<file path="src/rtl/apb_irq_pkg.sv">
// apb_irq_pkg: register indices and bit positions shared by the interrupt collector
package apb_irq_pkg;
  localparam logic [2:0] REG_PENDING = 3'd0;
  localparam logic [2:0] REG_MASK    = 3'd1;
  localparam logic [2:0] REG_STATUS  = 3'd2;
  localparam logic [2:0] REG_CTRL    = 3'd3;
  localparam logic [2:0] REG_OVERRUN = 3'd4;
  localparam logic [2:0] REG_ID      = 3'd5;
  localparam int GEN_BIT      = 0;
  localparam int PULSE_BIT    = 1;
  localparam int ID_VALID_BIT = 31;
  localparam int MAX_SRC      = 32;
endpackage

</file>
<file path="src/rtl/apb_irq_ctrl_if.sv">
// apb_irq_ctrl_if: APB slave bus bundle for the interrupt collector
interface apb_irq_ctrl_if #(parameter int APB_ADDR_WIDTH = 12);
  logic [APB_ADDR_WIDTH-1:0] PADDR;
  logic [31:0] PWDATA;
  logic [31:0] PRDATA;
  logic PWRITE;
  logic PSEL;
  logic PENABLE;
  logic PREADY;
  logic PSLVERR;
  modport master(output PADDR, PWDATA, PWRITE, PSEL, PENABLE, input PRDATA, PREADY, PSLVERR);
  modport slave(input PADDR, PWDATA, PWRITE, PSEL, PENABLE, output PRDATA, PREADY, PSLVERR);
endinterface

</file>
<file path="src/rtl/irq_prio_enc.sv">
// irq_prio_enc: lowest-index priority encoder with valid flag
module irq_prio_enc #(
  parameter int N_SRC = 4
) (
  input  logic [N_SRC-1:0] vec,
  output logic [4:0]       idx,
  output logic             valid
);
  // scan from the top down so the lowest set bit is the last to win
  always_comb begin
    idx = '0;
    for (int i = N_SRC - 1; i >= 0; i--) idx = vec[i] ? 5'(i) : idx;
  end
  assign valid = |vec;
endmodule

</file>
<file path="src/rtl/apb_irq_ctrl.sv">
// apb_irq_ctrl: edge-detecting sticky interrupt collector with mask, overrun and ID on APB
module apb_irq_ctrl
  import apb_irq_pkg::*;
#(
  parameter int APB_ADDR_WIDTH = 12,
  parameter int N_SRC          = 4
) (
  input  logic             HCLK,
  input  logic             HRESET,
  apb_irq_ctrl_if.slave    bus,
  input  logic [N_SRC-1:0] irq_i,
  output logic             irq_o
);
  logic [N_SRC-1:0] pending, mask, ovr, irq_q, rise, status;
  logic [N_SRC-1:0] pend_n, mask_n, ovr_n, clr, oclr;
  logic             gen, pulse, gen_n, pulse_n, act, act_n, irq_pulse;
  logic [2:0]       idx;
  logic             wr, rd, id_valid;
  logic [4:0]       id;
  logic [31:0]      ctrl_rd, id_rd;

  assign idx    = bus.PADDR[4:2];
  assign wr     = bus.PSEL && bus.PENABLE && bus.PWRITE;
  assign rd     = bus.PSEL && bus.PENABLE && !bus.PWRITE;
  assign rise   = irq_i & ~irq_q;
  assign status = pending & mask;
  assign act    = gen && |status;

  irq_prio_enc #(.N_SRC(N_SRC)) u_enc (.vec(status), .idx(id), .valid(id_valid));

  // next state: new edges win over simultaneous W1C clears so no event is lost
  always_comb begin
    clr     = (wr && idx == REG_PENDING) ? bus.PWDATA[N_SRC-1:0] : '0;
    oclr    = (wr && idx == REG_OVERRUN) ? bus.PWDATA[N_SRC-1:0] : '0;
    pend_n  = (pending & ~clr) | rise;
    ovr_n   = (ovr & ~oclr) | (rise & pending);
    mask_n  = (wr && idx == REG_MASK) ? bus.PWDATA[N_SRC-1:0] : mask;
    gen_n   = (wr && idx == REG_CTRL) ? bus.PWDATA[GEN_BIT] : gen;
    pulse_n = (wr && idx == REG_CTRL) ? bus.PWDATA[PULSE_BIT] : pulse;
    act_n   = gen_n && |(pend_n & mask_n);
  end

  // state registers; the pulse flop fires in the same cycle the level output would rise
  always_ff @(posedge HCLK) begin
    if (HRESET) begin
      pending   <= '0;
      mask      <= '0;
      ovr       <= '0;
      irq_q     <= '0;
      gen       <= 1'b0;
      pulse     <= 1'b0;
      irq_pulse <= 1'b0;
    end else begin
      pending   <= pend_n;
      mask      <= mask_n;
      ovr       <= ovr_n;
      irq_q     <= irq_i;
      gen       <= gen_n;
      pulse     <= pulse_n;
      irq_pulse <= act_n && !act;
    end
  end

  // CTRL and ID read images assembled from their bit positions
  always_comb begin
    ctrl_rd = '0;
    ctrl_rd[GEN_BIT] = gen;
    ctrl_rd[PULSE_BIT] = pulse;
    id_rd = '0;
    id_rd[4:0] = id;
    id_rd[ID_VALID_BIT] = id_valid;
  end

  assign bus.PRDATA  = !rd                  ? '0 :
                       idx == REG_PENDING  ? 32'(pending) :
                       idx == REG_MASK     ? 32'(mask) :
                       idx == REG_STATUS   ? 32'(status) :
                       idx == REG_CTRL     ? ctrl_rd :
                       idx == REG_OVERRUN  ? 32'(ovr) :
                       idx == REG_ID       ? id_rd : '0;
  assign bus.PREADY  = 1'b1;
  assign bus.PSLVERR = 1'b0;
  assign irq_o       = pulse ? irq_pulse : act;
endmodule
</file>
<file path="src/flat_wrapper.sv">
// flat-port wrapper written by rule: the top's interface ports become plain ports
module apb_irq_ctrl_flat import apb_irq_pkg::*;
#(
  parameter int APB_ADDR_WIDTH = 12,
  parameter int N_SRC          = 4
)
  (HCLK, HRESET, irq_i, irq_o, bus_PADDR, bus_PWDATA, bus_PWRITE, bus_PSEL, bus_PENABLE, bus_PRDATA, bus_PREADY, bus_PSLVERR);
  apb_irq_ctrl_if #(.APB_ADDR_WIDTH(APB_ADDR_WIDTH)) bus_i ();
  input  logic HCLK;
  input  logic HRESET;
  input  logic [N_SRC-1:0] irq_i;
  output logic irq_o;
  input wire logic [$bits(bus_i.PADDR)-1:0] bus_PADDR;
  input wire logic [$bits(bus_i.PWDATA)-1:0] bus_PWDATA;
  input wire logic [$bits(bus_i.PWRITE)-1:0] bus_PWRITE;
  input wire logic [$bits(bus_i.PSEL)-1:0] bus_PSEL;
  input wire logic [$bits(bus_i.PENABLE)-1:0] bus_PENABLE;
  output wire logic [$bits(bus_i.PRDATA)-1:0] bus_PRDATA;
  output wire logic [$bits(bus_i.PREADY)-1:0] bus_PREADY;
  output wire logic [$bits(bus_i.PSLVERR)-1:0] bus_PSLVERR;
  assign bus_i.PADDR = bus_PADDR;
  assign bus_i.PWDATA = bus_PWDATA;
  assign bus_i.PWRITE = bus_PWRITE;
  assign bus_i.PSEL = bus_PSEL;
  assign bus_i.PENABLE = bus_PENABLE;
  assign bus_PRDATA = bus_i.PRDATA;
  assign bus_PREADY = bus_i.PREADY;
  assign bus_PSLVERR = bus_i.PSLVERR;
  apb_irq_ctrl #(.APB_ADDR_WIDTH(APB_ADDR_WIDTH), .N_SRC(N_SRC)) u_core (.HCLK(HCLK), .HRESET(HRESET), .bus(bus_i), .irq_i(irq_i), .irq_o(irq_o));
endmodule
</file>
<file path="config.mk">
export PLATFORM = sky130hd
export DESIGN_NAME = apb_irq_ctrl_flat
export DESIGN_NICKNAME = d
export VERILOG_FILES = /design/src/rtl/apb_irq_pkg.sv /design/src/rtl/apb_irq_ctrl_if.sv /design/src/rtl/irq_prio_enc.sv /design/src/rtl/apb_irq_ctrl.sv /design/src/flat_wrapper.sv
export SDC_FILE = /design/constraint.sdc
export NUM_CORES = 1
export LEC_CHECK = 0
export CORE_MARGIN = 4
export CORE_UTILIZATION = 38
export CTS_CLUSTER_SIZE = 24
export DETAILED_ROUTE_END_ITERATION = 8
export GPL_TIMING_DRIVEN = 0
export PLACE_DENSITY = 0.86
export SLEW_MARGIN = 30
export SYNTH_ARGS = -nofsm -noshare
export SYNTH_HDL_FRONTEND = slang
export SYNTH_SLANG_ARGS = --single-unit
</file>
<file path="constraint.sdc">
create_clock -name HCLK -period 3.1 [get_ports HCLK]
set_input_delay 0.93 -clock HCLK [delete_from_list [all_inputs] [get_ports HCLK]]
set_output_delay 0.93 -clock HCLK [all_outputs]
set_load 0.01 [all_outputs]
</file>
==> run metrics <==
outcome completed; R2R Path Start u_core.pending[1]$_SDFF_PP0_; Distinct cells, synth 37; Die Y 65.6 µm; Seq/Total Area, Yosys 30.1%; Initial Utilization 40.4%; placed instance area 0.00161 mm²; synthesized area 0.00126 mm²; gr usage total 12.0%; RePlAce Congestion 0.870; largest net degree at the start of global routing 11; # port buffers 19; commonest non-fill, non-tap cells in the layout buf_4 (33), conb_1 (29), dfxtp_1 (19); boundary pin count 88; commonest non-fill, non-tap cell in the layout buf_4; critical path arrival 2.09 ns; Hold Path Class flop to flop; Post-Place Cells 244; DP Wirelength 2180 µm; Setup-failing EPs final 0; Clk pin slew, worst setup/hold paths 0.10 ns; core area 0.00313 mm²; 1st-iter DRT viols 27; Primary FF master, synth dfxtp_1; Worst-Margin Slew 0.540 ns; leakage power total 0.000777 µW; hold_sp u_core.ovr[2]$_SDFF_PP0_; CP endpoint kind primary output; Slew headroom 63.7%; Async SR Flop Fraction 0%; Clock Sinks 19; VDD IR max 0.270 mV; maxcap violations 0; GRT overflow 0; synthesis warning total 0; Fmax achieved 331 MHz; Slew Viols, Final 0; CTS HTree Levels 1; worst-path maximum fanout 6; Pre-antenna DRT Iters 4; first-pass GRT wire length 4180 µm; fin nets 261; routed vias 1,105; cell area after layout 0.00166 mm²; worst endpoint required time 2.17 ns; Die X 65.6 µm; hold_ws 0.528 ns; Clock Latency Late Sink 0.29 ns; initial antenna violation count 0; WL/cell 10.5 µm; vias in the first global route 933; RSZ-0062 raised after global routing false; Post-DRT Antenna Nets 0; Via density 4.40; Root Driver clkbuf_4; pwr/cell area 302 mW/mm²; Cell Count, Final, Fillers Out 251; Filler cells 298; CTS tree yes; clock buffer depth 2; Routed WL 2630 µm; DIE AREA 0.00431 mm²; Cells after Synth 154; syn_area_per_cell 8.20 µm²; Remaining DRCs 0; synthesized flop and latch total 19; Post-Route Skew 0.0101 ns; Tmin final 3.02 ns; Antenna diodes 0; number of enable flip-flop cells after synthesis 0; Area growth syn-to-layout 31.7%; Fin. Hold Viols 0; share of layout cells above drive strength 1 23.7%; Setup crit start bus_PADDR[4]; fin util 53.2%; fin crit share 97.4%; CTS Buf Count 3; CTS Hold Buffers Added 0; row count 20; Startpoint Class input pin; worst setup path class input pin to primary output
stage by stage:
| step | TNS [ns] | setup slack (ns) | power [µW] |
|---|---|---|---|
| after floorplan | 0 | 0.475 | 352 |
| after global placement | -2.85 | -0.616 | 383 |
| after detailed placement | -2.87 | -0.629 | 385 |
| after CTS | 0 | 0.0249 | 503 |
| after global routing | 0 | 0.0290 | 535 |
| final | 0 | 0.0794 | 502 |
per-layer routing:
layer	vias up	GRT usage [%]	wire (µm)
met5	-	0	0
met3	4	2.05	228
li1	582	-	-
met4	0	3.11	19
met1	471	15.7	1170
met2	48	20.3	1210
power breakdown:
group / leakage (µW) / total (µW) / internal (µW) / switching, µW
combinational: 0.000606 / 121 / 62.8 / 57.9
sequential: 0.000156 / 263 / 254 / 8.65
clock: 0.0000150 / 118 / 50.0 / 68.3
total: 0.000777 / 502 / 367 / 135
cell usage after synthesis (3+ instances only):
cell	count	area share (%)
buf_4	30	18
dfxtp_1	19	30
nor2_1	16	4.8
nand2_1	14	4.2
nor2b_1	12	5.9
a22oi_1	5	3.0
a21boi_1	4	2.4
mux2i_1	4	3.2
o21ai_1	4	1.6
o21ba_1	4	3.2
a21oi_1	3	1.2
a31oi_1	3	1.5
nand3_1	3	1.2
layout make-up:
cell class / instances / area, µm² / area share (%)
Sequential cell: 19 / 380 / 22.9
Clock buffer: 4 / 26.3 / 1.58
Timing Repair Buffer: 22 / 203 / 12.2
Multi-Input combinational cell: 126 / 736 / 44.2
Tap cell: 44 / 55.1 / 3.31
Buffer: 34 / 255 / 15.3
Inverter: 2 / 7.51 / 0.451
path summary, 6_finish.rpt:
| kind | end | slack (ns) | cells past startpoint |
|---|---|---|---|
| min reg2reg | u_core.ovr[2]$_SDFF_PP0_ | 0.53 | 2 |
| max reg2reg | u_core.irq_pulse$_SDFF_PP0_ | 1.81 | 4 |
| max | bus_PRDATA[3] | 0.08 | 6 |
| min | u_core.ovr[2]$_SDFF_PP0_ | 0.53 | 2 |
registers in the layout, summed over array words and instances (netlist names):
| register | cells |
|---|---|
| u_core.irq_q | 4 |
| u_core.mask | 4 |
| u_core.ovr | 4 |
| u_core.pending | 4 |
| u_core.gen | 1 |
| u_core.irq_pulse | 1 |
| u_core.pulse | 1 |
timing repair:
action	4_1_cts	5_1_grt
setup endpoints to repair	5	3
pin swaps	0	1
buffers inserted	3	0
gates resized for setup	21	3
cell families after synthesis:
kind of cell              count (synthesis)  share of synthesized area (%)
AOI/OAI and AO/OA                        35                           20.7
buffers and inverters                    36                           19.8
xor gates and xnor gates                  1                          0.694
other                                     2                          0.595
muxes                                     6                           4.96
DFF                                      19                           30.1
and+or+nand+nor                          55                           23.1
worst max-delay path, cell delays in order:
cell	delay [ns]
clkdlybuf4s15_2	0.21
buf_6	0.13
buf_4	0.15
o41ai_1	0.36
nor2_1	0.08
clkdlybuf4s15_2	0.23
Power figures use the tool's default switching activity.
